`src/rtl/serial_adder_pkg.sv`:
```
`default_nettype none
// ============================================================================
// Module      : serial_adder_pkg
// Description : Shared state encoding and sizing helpers for serial_adder.
// Revision    : 1.0 - initial release
// ============================================================================
package serial_adder_pkg;

    // Controller states; the encoding is fixed so that other blocks and
    // debug tooling can decode the state register directly.
    typedef enum logic [1:0] {
        ST_IDLE = 2'd0,
        ST_RUN  = 2'd1,
        ST_DONE = 2'd2
    } state_t;

    // Widest operand the bit counter is sized for.
    localparam int MAX_WIDTH = 32;

    // Bit-counter width: clog2(WIDTH), never narrower than one bit.
    function automatic int cnt_width(input int width);
        return (width <= 2) ? 1 : $clog2(width);
    endfunction

endpackage
`default_nettype wire

```
`src/rtl/full_adder.sv`:
```
`default_nettype none
// ============================================================================
// Module      : full_adder
// Description : One-bit full adder; combinational sum and carry-out.
// Revision    : 1.0 - initial release
// ============================================================================
module full_adder (
    input  logic a,
    input  logic b,
    input  logic cin,
    output logic sum,
    output logic cout
);

    assign sum  = a ^ b ^ cin;
    assign cout = (a & b) | (a & cin) | (b & cin);

endmodule
`default_nettype wire

```
`src/rtl/serial_adder.sv`:
```
`default_nettype none
// ============================================================================
// Module      : serial_adder
// Description : Bit-serial WIDTH-bit adder. Latches operands on a start
//               handshake, then feeds one bit pair per clock (LSB first)
//               through a single full_adder, carrying between cycles.
//               Optional macro SERIAL_ADDER_SUB_EN adds a 'sub' input that
//               turns the operation into a - b (cout=1 means no borrow).
// Revision    : 1.0 - initial release
// ============================================================================
module serial_adder
    import serial_adder_pkg::*;
#(
    parameter int WIDTH = 4
) (
    input  logic             clk,
    input  logic             rst_n,
    input  logic             start,
    input  logic [WIDTH-1:0] a,
    input  logic [WIDTH-1:0] b,
    input  logic             cin,
`ifdef SERIAL_ADDER_SUB_EN
    input  logic             sub,
`endif
    output logic             ready,
    output logic             busy,
    output logic [WIDTH-1:0] sum,
    output logic             cout,
    output logic             done
);

    localparam int              CNT_W  = cnt_width(WIDTH);
    localparam logic [CNT_W-1:0] C_LAST = CNT_W'(WIDTH - 1);

    state_t           r_state;
    state_t           w_next;
    logic [WIDTH-1:0] r_a_sh;
    logic [WIDTH-1:0] r_b_sh;
    logic [WIDTH-1:0] r_sum;
    logic             r_carry;
    logic             r_cout;
    logic [CNT_W-1:0] r_cnt;

    logic             w_accept;
    logic             w_last;
    logic [WIDTH-1:0] w_b_in;
    logic             w_c_in;
    logic             w_fa_sum;
    logic             w_fa_cout;

    assign w_accept = (r_state == ST_IDLE) && start;
    assign w_last   = (r_cnt == C_LAST);

`ifdef SERIAL_ADDER_SUB_EN
    // Subtraction is a + ~b + 1, so invert b and force the initial carry.
    assign w_b_in = sub ? ~b : b;
    assign w_c_in = sub ? 1'b1 : cin;
`else
    assign w_b_in = b;
    assign w_c_in = cin;
`endif

    full_adder u_full_adder (
        .a    (r_a_sh[0]),
        .b    (r_b_sh[0]),
        .cin  (r_carry),
        .sum  (w_fa_sum),
        .cout (w_fa_cout)
    );

    // State register.
    always_ff @(posedge clk) begin
        if (!rst_n) begin
            r_state <= ST_IDLE;
        end else begin
            r_state <= w_next;
        end
    end

    // Next-state decode: IDLE -> RUN on accept, RUN -> DONE after the last bit.
    always_comb begin
        w_next = r_state;
        case (r_state)
            ST_IDLE: if (start)  w_next = ST_RUN;
            ST_RUN:  if (w_last) w_next = ST_DONE;
            ST_DONE: w_next = ST_IDLE;
            default: w_next = ST_IDLE;
        endcase
    end

    // Datapath: load on accept, then shift one bit per RUN cycle.
    always_ff @(posedge clk) begin
        if (!rst_n) begin
            r_a_sh  <= '0;
            r_b_sh  <= '0;
            r_sum   <= '0;
            r_carry <= 1'b0;
            r_cout  <= 1'b0;
            r_cnt   <= '0;
        end else if (w_accept) begin
            r_a_sh  <= a;
            r_b_sh  <= w_b_in;
            r_carry <= w_c_in;
            r_sum   <= '0;
            r_cnt   <= '0;
        end else if (r_state == ST_RUN) begin
            r_sum   <= {w_fa_sum, r_sum[WIDTH-1:1]};
            r_a_sh  <= r_a_sh >> 1;
            r_b_sh  <= r_b_sh >> 1;
            r_carry <= w_fa_cout;
            r_cnt   <= r_cnt + 1'b1;
            if (w_last) begin
                r_cout <= w_fa_cout;
            end
        end
    end

    assign ready = (r_state == ST_IDLE);
    assign busy  = (r_state == ST_RUN);
    assign done  = (r_state == ST_DONE);
    assign sum   = r_sum;
    assign cout  = r_cout;

endmodule
`default_nettype wire

```
`config.mk`:
```
export PLATFORM = sky130hd
export DESIGN_NAME = serial_adder
export DESIGN_NICKNAME = d
export VERILOG_FILES = /design/src/rtl/serial_adder_pkg.sv /design/src/rtl/full_adder.sv /design/src/rtl/serial_adder.sv
export SDC_FILE = /design/constraint.sdc
export NUM_CORES = 1
export LEC_CHECK = 0
export ABC_AREA = 1
export BUFFER_PORTS_ARGS = -buffer_cell sky130_fd_sc_hd__buf_2
export CORE_UTILIZATION = 30
export CTS_BUF_LIST = sky130_fd_sc_hd__clkbuf_4 sky130_fd_sc_hd__clkbuf_8
export CTS_CLUSTER_DIAMETER = 30
export CTS_CLUSTER_SIZE = 40
export DETAILED_ROUTE_END_ITERATION = 12
export GPL_ROUTABILITY_DRIVEN = 0
export PLACE_DENSITY = 0.5
export SETUP_SLACK_MARGIN = 0.3
export SYNTH_ARGS = -nofsm -noshare
export SYNTH_HDL_FRONTEND = slang
export SYNTH_SLANG_ARGS = --single-unit
```
`constraint.sdc`:
```
create_clock -name clk -period 2.2 [get_ports clk]
set_clock_uncertainty 0.05 [all_clocks]
set_input_delay 0.44 -clock clk [delete_from_list [all_inputs] [get_ports clk]]
set_output_delay 0.44 -clock clk [all_outputs]
set_load 0.02 [all_outputs]
```
## Word-level counts from Yosys, hierarchy flattened

Index checks and enable logic that the tools add are counted.

| word-level totals | value |
|---|---|
| logic and storage cells | 37 |
| register bits | 18 |

| operators by class | value |
|---|---|
| reductions and logical operators | 6 |
| $add $sub $neg | 1 |
| bitwise operators | 9 |
| eq/ne operators | 5 |
| multiplexer cells | 9 |

Operators with widths:

| operator | count |
|---|---|
| 4-bit two-way mux | 4 |
| 2-bit == test (second input constant) | 2 |
| 2-bit two-way mux | 2 |
| 2-bit case mux with 2 select lines | 1 |
| 1-bit AND | 3 |
| 3-bit AND reduction | 1 |
| 2-bit by 1-bit adder with 2-bit output (second input constant) | 1 |
| 2-bit by 1-bit == test with 1-bit output (second input constant) | 1 |
| 2-bit logical NOT | 1 |
| 1-bit two-way mux | 2 |
| 2-bit by 1-bit != test with 1-bit output (second input constant) | 1 |
| 2-bit != test (second input constant) | 1 |
| 1-bit NOT | 2 |
| 1-bit OR | 2 |
| 2-bit AND reduction | 1 |
| 2-bit nonzero test | 1 |
| 2-bit OR reduction | 1 |
| 1-bit XOR | 2 |
| 1-bit logical AND | 1 |

## Logic depth before layout (Yosys ltp)

| depth | value |
|---|---|
| depth in word-level cells | 5 |
| depth in mapped cells | 7 |

## Cells and area by module

Synthesis repeated with hierarchy kept, for this count alone.

| unflattened totals | value |
|---|---|
| cells, all modules | 113 |
| area, all modules | 830.8 µm² |

Modules (own cells, without submodules):

| module | sequential area each (µm²) | times used | area each (µm²) | cells an instance |
|---|---|---|---|---|
| serial_adder | 360.3 | 1 | 810.8 | 112 |
| full_adder | 0.0 | 1 | 20.0 | 1 |

## Worst setup path after synthesis

No wires, ideal clock.

| timing | value |
|---|---|
| kind | flip-flop to output port |
| start point | register r_state[1] |
| end point | output done |
| arrival time | 836 ps |
| stages on the path, launching flop included | 3 |
| buffers on the path | 0 |
| slack | 874 ps |
| required time | 1710 ps |
| path through | dfxtp_1 inv_2 nor2_1 |

| on the way | value |
|---|---|
| word-level cells in the longest chain between the ends | 1 |

Ends and longest elaborated chain:

| what | line | source |
|---|---|---|
| start: declaration | serial_adder.sv:35 | `state_t r_state;` |
| start signal: assignment | serial_adder.sv:76 | `r_state <= w_next;` |
| 2-bit == test | serial_adder.sv:120 | `assign done = (r_state == ST_DONE);` |
| end: declaration | serial_adder.sv:29 | `output logic done` |

No other way between the ends.

## Final worst setup path

| timing | value |
|---|---|
| start point | register r_state[0] |
| end point | output busy |

| on the way | value |
|---|---|
| word-level cells in the longest chain between the ends | 1 |

Ends and longest elaborated chain:

| what | line | source |
|---|---|---|
| 2-bit by 1-bit == test with 1-bit output | serial_adder.sv:119 | `assign busy = (r_state == ST_RUN);` |
| end: declaration | serial_adder.sv:26 | `output logic busy,` |

No other way between the ends.

==> results.ini <==
[timing]
max_freq_mhz=561
fin_crit_ns=1.78
tightest_slew_ns=0.273
slew-limit-headroom_pct=81.8
finalHoldWorstSlack_ns=0.330
drv_slew=0
rsz0062_at_grt=false
setup_viol=0
finalHoldViolations=0
fin_setup_tns_ns=0
period_share_pct=81.1

[routing]
vias_per_cell=4.44
met1Wirelength_um=794
drc=0
dr.pass1.iters=4
post_drt_wl_per_cell_um=10.5
drt_iter0_markers=11
dr.max_layer_used=met4
vias=719
met2_length_um=809
postRouteAntennaNets=0
wl_met3_um=74
wirelength_um=1700

[synth]
synth_area_per_cell_um2=7.50
synth_top_cell_area_share_pct=42.9
synth-seq-cells=18
yosys-top-cells-area=dfxtp_1 43%, nand2_1 17%, nand3_1 7.2%
syn_nets=126
ys_types=18
yosys_warnings=0
yosysSeqAreaShare_pct=42.9
synth_area_um2=840
synthCells=112
synth_top_area_cell=dfxtp_1

[worst_setup_path]
cp.arrival_ns=1.29
crit_path_end_kind=output pin
critical_path_depth=3
cpPeakStageDelay_ns=0.49
path_delay_family=flip-flops
path_class=reg2out
startpoint_type=register
crit_end=busy
reg2reg_depth=5
crit_start=r_state[0]
cp.required_ns=1.71
reg2reg_to=r_carry
path_cells=inv_4 > nor2_4 > buf_2
crit_path_top_delay_cell=dfxtp_2
worst-path-buf-inv=2
reg2reg_slack_ns=1.00
r2r-start=r_carry
crit_fanout=10

[floorplan]
die_h_um=54.9
die_x_um=54.9
die-area_mm2=0.00301
row_count=18
pin_count=20
core_area_mm2=0.00257
start_util_pct=32.7

[pwr]
p_comb_share_pct=15.2
p_int_uw=441
peakVddDrop_uv=375
total_leakage_power_uw=0.000491
switching_share_pct=28.1
clkPwrFrac_pct=26.6
seqPwrFrac_pct=58.1
power.switching_uw=173
p_per_area_mw_per_mm2=626

[cells_and_area]
fin_area_um2=980
area_growth_pct=16.7
final_nets=148
diodes=0
layout_common_cells=38 x nand2_1, 19 x buf_2, 17 x dfxtp_1
layout.cells.most_common=nand2_1
layout-drive-gt1-share_pct=25.8

[clock_tree]
clockBufferDepth=2
h-tree-depth=1
cts_made_buffers=3
cts_setup_buffers=0
cts-root-buf=clkbuf_4
cts_tree=done
insertion_delay_ns=0.29
cts_sinks=18
path_clk_slew_ns=0.10

[placement]
port_buffers=19
dpl-instance-area_um2=956
dp_hpwl_um=1300

[global_routing]
grt_max_degree=11
grt_pass1_wl_um=2690
grtUsageTotal_pct=13.2
grt_pass1_vias=642
antenna_found_initial=0
grt.overflow.total=0

[run_status]
status=finished, final reports clean

[job]
cap_violations=0

[min_path]
worst_hold_path_type=in2reg

-- worst min-delay path by stage --
stage	start	to	cells past startpoint
5_1_grt	b[3]	r_b_sh[3]	3
4_1_cts	b[3]	r_b_sh[3]	3
3_5_place_dp	sum[0]	sum[0]	2
6_report	b[3]	r_b_sh[3]	3
3_3_place_gp	sum[0]	sum[0]	2
2_1_floorplan	r_a_sh[1]	r_a_sh[1]	2
-- power groups by stage --
stage | Sequential, uW | Clock [uW] | Combinational (uW)
after detailed placement | 364 | 0 | 94.7
after global placement | 363 | 0 | 94.1
after global routing | 359 | 182 | 107
after CTS | 357 | 173 | 95.0
after floorplan | 357 | 0 | 74.8
final | 357 | 163 | 93.5
-- kinds of logic after synthesis --
kind of cell | synth area share, %
compound gates | 9.39
flops | 42.9
simple gates | 35.6
buf+inv | 7.15
fa+ha+maj | 3.87
xor+xnor | 1.04
-- final cells by class --
class                      instances  area, um^2
fill                             299        1590
multi-input combinational         81         419
sequential                        18         362
timing repair buffer              19        95.1
inverter                          11        43.8
tap                               30        37.5
clock buffer                       3        22.5
-- flip-flops by register name, summed over array words and instances (netlist names) --
register,count
sum,4
cout,1
r_b_sh,4
r_a_sh,4
r_carry,1
r_cnt,2
r_state,2
-- worst min-delay path: cells and delay by family --
| kind | cells | cell delay [ns] |
|---|---|---|
| AO/OA/AOI/OAI | 1 | 0.05 |
| buffers and inverters | 1 | 0.10 |
| AND/OR/NAND/NOR | 1 | 0.05 |
-- synthesized netlist by cell type --
cell     number
inv_1         7
nand2_1      38
buf_2         1
fa_1          1
inv_2         3
nand3_1      12
dfxtp_1      18
nand2_2       1
nand2_4       2
o21a_1        1
buf_6         1
inv_4         1
a21oi_1      11
nor2_4        3
nor2_1        9
o21ai_4       1
ha_1          1
xor2_1        1
-- timing repair --
item	4_1_cts	5_1_grt
hold buffers	0	0
gates resized for setup	1	0
setup endpoints to repair	1	0
-- metal layers --
layer	up-vias	track usage (%)
met3	4	5.74
met5	-	0
met1	313	15.4
met2	8	21.3
li1	394	-
met4	0	5.00
-- through the flow --
step                      utilization (%)  setup slack [ns]  total power (uW)  instances
after global routing                 38.2             0.322               648        162
after floorplan                         -             0.874               432        112
after detailed placement             37.2             0.586               459        159
final                                38.2             0.416               614        162
after CTS                            38.2             0.403               625        162
after global placement               37.2             0.624               457        159
No activity file was read; power rests on OpenSTA's default activity.
